--- config.mk ---
export PLATFORM = sky130hd
export DESIGN_NAME = pipe_hazard_ctrl
export DESIGN_NICKNAME = d
export VERILOG_FILES = /design/src/rtl/pipe_hazard_ctrl.sv
export SDC_FILE = /design/constraint.sdc
export NUM_CORES = 1
export LEC_CHECK = 0
export CORE_ASPECT_RATIO = 0.8
export CORE_MARGIN = 2
export CORE_UTILIZATION = 35
export DETAILED_ROUTE_END_ITERATION = 10
export PLACE_DENSITY_LB_ADDON = 0.1
export SLEW_MARGIN = 20
export SYNTH_ARGS = -nofsm -noshare
export SYNTH_HDL_FRONTEND = slang
export SYNTH_SLANG_ARGS = --single-unit
--- constraint.sdc ---
create_clock -name clk -period 4.07 [get_ports clk]
set_input_delay 0.407 -clock clk [delete_from_list [all_inputs] [get_ports clk]]
set_output_delay 0.407 -clock clk [all_outputs]
set_load 0.005 [all_outputs]
--- src/rtl/pipe_hazard_ctrl.sv ---
// pipe_hazard_ctrl: pipeline stall/flush control for load-use, dmem wait,
// dmem timeout, trap and taken-branch events. Optional perf counters.
//
// Ports:
//   clk, nrst (sync, active-low)
//   id_rs1/id_rs2, id_use_rs1/id_use_rs2 : ID source operands
//   ex_rd/m1_rd, ex_is_load/m1_is_load   : producers in EX / M1
//   m2_mem_op, dmem_ready                : M2 dmem access handshake
//   ex_branch_taken, m2_trap_req         : redirect events
//   *_stall, *_flush, m2_wb_bubble       : pipeline register controls
//   pc_sel_trap, mem_timeout             : trap redirect / timeout pulse
//   stall_cnt, flush_cnt                 : perf counters
// Macro PIPE_HAZ_PERF_EN enables the counters; otherwise they read 0.
module pipe_hazard_ctrl #(
  parameter int MEM_TIMEOUT = 255
) (
  input  logic        clk,
  input  logic        nrst,
  input  logic [4:0]  id_rs1,
  input  logic [4:0]  id_rs2,
  input  logic        id_use_rs1,
  input  logic        id_use_rs2,
  input  logic [4:0]  ex_rd,
  input  logic [4:0]  m1_rd,
  input  logic        ex_is_load,
  input  logic        m1_is_load,
  input  logic        m2_mem_op,
  input  logic        dmem_ready,
  input  logic        ex_branch_taken,
  input  logic        m2_trap_req,
  output logic        pc_stall,
  output logic        if_id_stall,
  output logic        id_ex_stall,
  output logic        ex_m1_stall,
  output logic        m1_m2_stall,
  output logic        if_id_flush,
  output logic        id_ex_flush,
  output logic        ex_m1_flush,
  output logic        m1_m2_flush,
  output logic        m2_wb_bubble,
  output logic        pc_sel_trap,
  output logic        mem_timeout,
  output logic [31:0] stall_cnt,
  output logic [31:0] flush_cnt
);

  typedef enum logic [1:0] {
    RUN      = 2'd0,
    MEM_WAIT = 2'd1,
    TRAP     = 2'd2
  } state_t;

  localparam logic [7:0] TO_LIM = 8'(MEM_TIMEOUT);

  state_t     state, state_n;
  logic [7:0] wcnt, wcnt_n;

  logic in_run, in_wait;
  logic freeze, tout;
  logic hz_rs1, hz_rs2, hz;

  assign in_run  = (state == RUN);
  assign in_wait = (state == MEM_WAIT);

  assign freeze = (in_run & m2_mem_op & ~dmem_ready)
                | (in_wait & ~dmem_ready & (wcnt < TO_LIM));
  assign tout   = in_wait & ~dmem_ready & (wcnt == TO_LIM);

  // x0 is hardwired zero, so it never carries a dependency
  assign hz_rs1 = id_use_rs1 & (id_rs1 != 5'd0)
                & (((id_rs1 == ex_rd) & ex_is_load)
                 | ((id_rs1 == m1_rd) & m1_is_load));
  assign hz_rs2 = id_use_rs2 & (id_rs2 != 5'd0)
                & (((id_rs2 == ex_rd) & ex_is_load)
                 | ((id_rs2 == m1_rd) & m1_is_load));
  assign hz     = hz_rs1 | hz_rs2;

  always_ff @(posedge clk) begin
    if (!nrst) begin
      state <= RUN;
      wcnt  <= 8'd0;
    end else begin
      state <= state_n;
      wcnt  <= wcnt_n;
    end
  end

  always_comb begin
    state_n      = state;
    wcnt_n       = 8'd0;
    pc_stall     = 1'b0;
    if_id_stall  = 1'b0;
    id_ex_stall  = 1'b0;
    ex_m1_stall  = 1'b0;
    m1_m2_stall  = 1'b0;
    if_id_flush  = 1'b0;
    id_ex_flush  = 1'b0;
    ex_m1_flush  = 1'b0;
    m1_m2_flush  = 1'b0;
    m2_wb_bubble = 1'b0;
    pc_sel_trap  = 1'b0;
    mem_timeout  = 1'b0;
    if (!nrst) begin
      state_n = RUN;
    end else begin
      case (state)
        TRAP: begin
          pc_sel_trap = 1'b1;
          if_id_flush = 1'b1;
          state_n     = RUN;
        end
        RUN, MEM_WAIT: begin
          state_n = RUN;
          if (tout) begin
            mem_timeout  = 1'b1;
            if_id_flush  = 1'b1;
            id_ex_flush  = 1'b1;
            ex_m1_flush  = 1'b1;
            m1_m2_flush  = 1'b1;
            m2_wb_bubble = 1'b1;
            state_n      = TRAP;
          end else if (freeze) begin
            pc_stall     = 1'b1;
            if_id_stall  = 1'b1;
            id_ex_stall  = 1'b1;
            ex_m1_stall  = 1'b1;
            m1_m2_stall  = 1'b1;
            m2_wb_bubble = 1'b1;
            state_n      = MEM_WAIT;
            // count starts at zero on the cycle MEM_WAIT is entered
            wcnt_n       = in_wait ? wcnt + 8'd1 : 8'd0;
          end else if (in_run & m2_trap_req) begin
            // trapping instruction itself retires: no WB bubble
            if_id_flush = 1'b1;
            id_ex_flush = 1'b1;
            ex_m1_flush = 1'b1;
            m1_m2_flush = 1'b1;
            state_n     = TRAP;
          end else if (in_run & ex_branch_taken) begin
            if_id_flush = 1'b1;
            id_ex_flush = 1'b1;
          end else if (hz) begin
            pc_stall    = 1'b1;
            if_id_stall = 1'b1;
            id_ex_flush = 1'b1;
          end
        end
        default: state_n = RUN;
      endcase
    end
  end

`ifdef PIPE_HAZ_PERF_EN
  logic [31:0] stall_q, flush_q;

  always_ff @(posedge clk) begin
    if (!nrst) begin
      stall_q <= 32'd0;
      flush_q <= 32'd0;
    end else begin
      if (pc_stall && stall_q != 32'hFFFF_FFFF)
        stall_q <= stall_q + 32'd1;
      if (id_ex_flush && flush_q != 32'hFFFF_FFFF)
        flush_q <= flush_q + 32'd1;
    end
  end

  assign stall_cnt = stall_q;
  assign flush_cnt = flush_q;
`else
  assign stall_cnt = 32'd0;
  assign flush_cnt = 32'd0;
`endif

endmodule

==> qor.csv <==
stage,metric,value,unit
run_status,status,"complete, no violations",
power_and_ir_drop,irDropWorstVdd,0.0001988,V
logic_synthesis,synth_most_common_cell,buf_4,
logic_synthesis,ys_seq_elements,10,
logic_synthesis,synth.yosys.warnings,0,
power_and_ir_drop,seqPwrFrac,30.5,%
critical_path,required,3.66,ns
power_and_ir_drop,switching_share,27.55,%
die,die_h,58.01,µm
grt,grt_overflow_total,0,
power_and_ir_drop,p_leak,0.6274,nW
critical_path,crit_fanout,3,
final_layout,drive_above_1_share,2.415,%
final_layout,num-fill-cells,341,
logic_synthesis,synth_cell_types,25,
logic_synthesis,synth_top_family_by_area,buffers and inverters,
detailed_routing,drt_first_iter_violations,42,
final_layout,utilization,43.80,%
placement,dpl.hpwl,2278,µm
critical_path,cp.arrival,2.37,ns
die,core,3471,µm²
critical_path,cp-end-kind,primary output,
logic_synthesis,yosys-top-cells-count,"buf_4 (68), xnor2_1 (21), nor2_1 (14), dfxtp_1 (10), nand2_1 (9)",
sta,fin_skew,0.004306,ns
logic_synthesis,synth_area_leaders,"buf_4 (40%), dfxtp_1 (16%), xnor2_1 (14%)",
final_layout,n_antenna_cell,0,
logic_synthesis,synth_top_cell_by_area,buf_4,
sta,min_period,2.776,ns
detailed_routing,ant_nets,0,
die,start_util,36.77,%
sta,final_hold_viol_count,0,
power_and_ir_drop,cellPowerDensity,217.6,nW/µm²
clock_network,cts_hold_buffers,0,
power_and_ir_drop,clockPowerShare,38.5,%
logic_synthesis,synth-adder-area-share,0.9804,%
critical_path,start_kind,primary input,
placement,place.gp.congestion,0.8793,
grt,grt_max_degree,9,
detailed_routing,drt-pass1-iter-count,4,
clock_network,cts-resized-gates,0,
clock_network,root_buffer,clkbuf_8,
logic_synthesis,synth_edf_count,0,
detailed_routing,routedWlPerCell,10.67,µm
logic_synthesis,synth-xor-area-share,17.84,%
placement,io_buffer_count,41,
placement,placed_area,1465,µm²
final_layout,design_area,1520,µm²
sta,slew_violations,0,
grt,first_global_vias,813,
clock_network,numCtsBuffers,3,
clock_network,cts_max_path_buffers,2,
sta,setup-violations-final,0,
run,cap_viol_max_count,0,
die,fp.dieW,71.51,µm
logic_synthesis,syn_inst,167,
sta,setup_tns,0,ns
die,dieArea,4148,µm²
logic_synthesis,synthMuxAreaShare,0,%
detailed_routing,num_vias,1013,
clock_network,clkSinkCount,10,
grt,antenna_found_initial,0,
logic_synthesis,syn_area_per_cell,7.642,µm²
final_layout,nNetsFinal,239,
die,rows,19,
sta,rsz0062_at_grt,false,
grt,grt_pass1_wl,3795,µm
sta,finalCritPeriodShare,68.20,%
logic_synthesis,synth_top_area_share,40.00,%
logic_synthesis,synth_compound_area_share,7.843,%
power_and_ir_drop,p_sw,0.00009115,W
power_and_ir_drop,combinationalPowerShare,31.0,%
clock_network,cts_setup_buffers,0,
critical_path,r2r_cells,6,
hold_path,hp-class,reg -> reg,
detailed_routing,viasPerCell,4.068,
grt,grt_use_total,11.92,%
power_and_ir_drop,p_int,0.0002397,W
logic_synthesis,synth_flop_cell,dfxtp_1,
detailed_routing,drc,0,
clock_network,clkLatencyLatePin,0.24,ns
clock_network,clk_pin_slew,0.05,ns
die,ios,106,
hold_path,min_path_cells,1,
logic_synthesis,async_flop_share,0,%
detailed_routing,routed_wl,2658,µm
final_layout,syn_to_final_growth,19.12,%
clock_network,cts_tree,built,
logic_synthesis,yosys.area_share.simple,16.76,%
logic_synthesis,netlist_area,1276,µm²
sta,max_clock_freq,360.3,MHz
critical_path,worstSetupPathType,in -> out,
clock_network,cts_max_level,1,
logic_synthesis,yosysSeqAreaShare,15.69,%
state kept, by name (all words and copies together) (netlist names):
signal,cells
wcnt,8
state,2
worst paths after layout:
kind / end / from / slack (ns)
worst max-delay path: pc_stall / id_rs2[0] / 1.29
worst min-delay path: wcnt[0] / wcnt[0] / 0.47
worst min register to register: wcnt[0] / wcnt[0] / 0.47
worst max register to register: wcnt[3] / wcnt[0] / 2.45
power by group through the flow:
| stage | Clock [W] | Sequential, W | Combinational, W |
|---|---|---|---|
| global placement | 0 | 0.000103 | 0.000102 |
| detailed placement | 0 | 0.000103 | 0.000101 |
| floorplan | 0 | 0.000102 | 0.0000941 |
| CTS | 0.000132 | 0.000101 | 0.000102 |
| finish | 0.000127 | 0.000101 | 0.000103 |
| global route | 0.000136 | 0.000101 | 0.000113 |
metal layers:
metal,global-route usage (%),wire length [µm]
met5,0,0
met4,3.235,27
met3,4.174,256
met2,18.52,1222
met1,15.78,1152
kinds of logic (layout without fill, tap and decap cells):
group | count (synthesis) | after routing
AOI/OAI and AO/OA | 14 | 14
and+or+nand+nor | 45 | 45
adders and majority gates | 1 | 1
xor gates and xnor gates | 26 | 26
DFF | 10 | 10
buffers and inverters | 70 | 47
other | 1 | 64
per-stage QoR:
stage,cells,hold WS (ns),total power (W),setup slack [ns]
floorplan,230,0.4420,0.0001966,2.158
global placement,245,0.4656,0.0002051,1.311
detailed placement,245,0.4718,0.0002043,1.288
CTS,249,0.4832,0.0003346,1.268
global route,249,0.5197,0.0003503,1.115
finish,249,0.4746,0.0003308,1.294
layout make-up:
type | count | area, µm² | share of cell area (%)
Clock buffer | 4 | 55.05 | 3.621
Inverter | 2 | 7.507 | 0.4938
Multi-Input combinational cell | 150 | 794.5 | 52.26
Timing Repair Buffer | 41 | 410.4 | 27.00
Sequential cell | 10 | 200.2 | 13.17
Tap cell | 42 | 52.55 | 3.457
critical path, stage by stage:
cell and delay [ns]:
clkdlybuf4s50_1 0.47, or3_1 0.41, o311a_1 0.30, a22oi_2 0.20, o21bai_1 0.12, clkdlybuf4s50_1 0.46
cell usage in the layout (no fill, tap or decap):
| master | n |
|---|---|
| nand3b_1 | 1 |
| dfxtp_1 | 10 |
| or3_1 | 2 |
| a21oi_1 | 1 |
| o21ai_1 | 1 |
| nor2_1 | 14 |
| and2_1 | 1 |
| o21ai_0 | 3 |
| clkbuf_8 | 4 |
| xnor2_1 | 21 |
| nand3_1 | 4 |
| o21bai_1 | 2 |
| o22ai_1 | 2 |
| ha_1 | 1 |
| xor2_1 | 5 |
| o311a_1 | 2 |
| nor2b_1 | 1 |
| nand4_1 | 7 |
| nand2_1 | 9 |
| and3_1 | 1 |
| clkdlybuf4s50_1 | 41 |
| inv_1 | 2 |
| a21boi_0 | 2 |
| nor3_1 | 5 |
| a22oi_2 | 1 |
| conb_1 | 64 |
(Power assumes the default switching activity.)
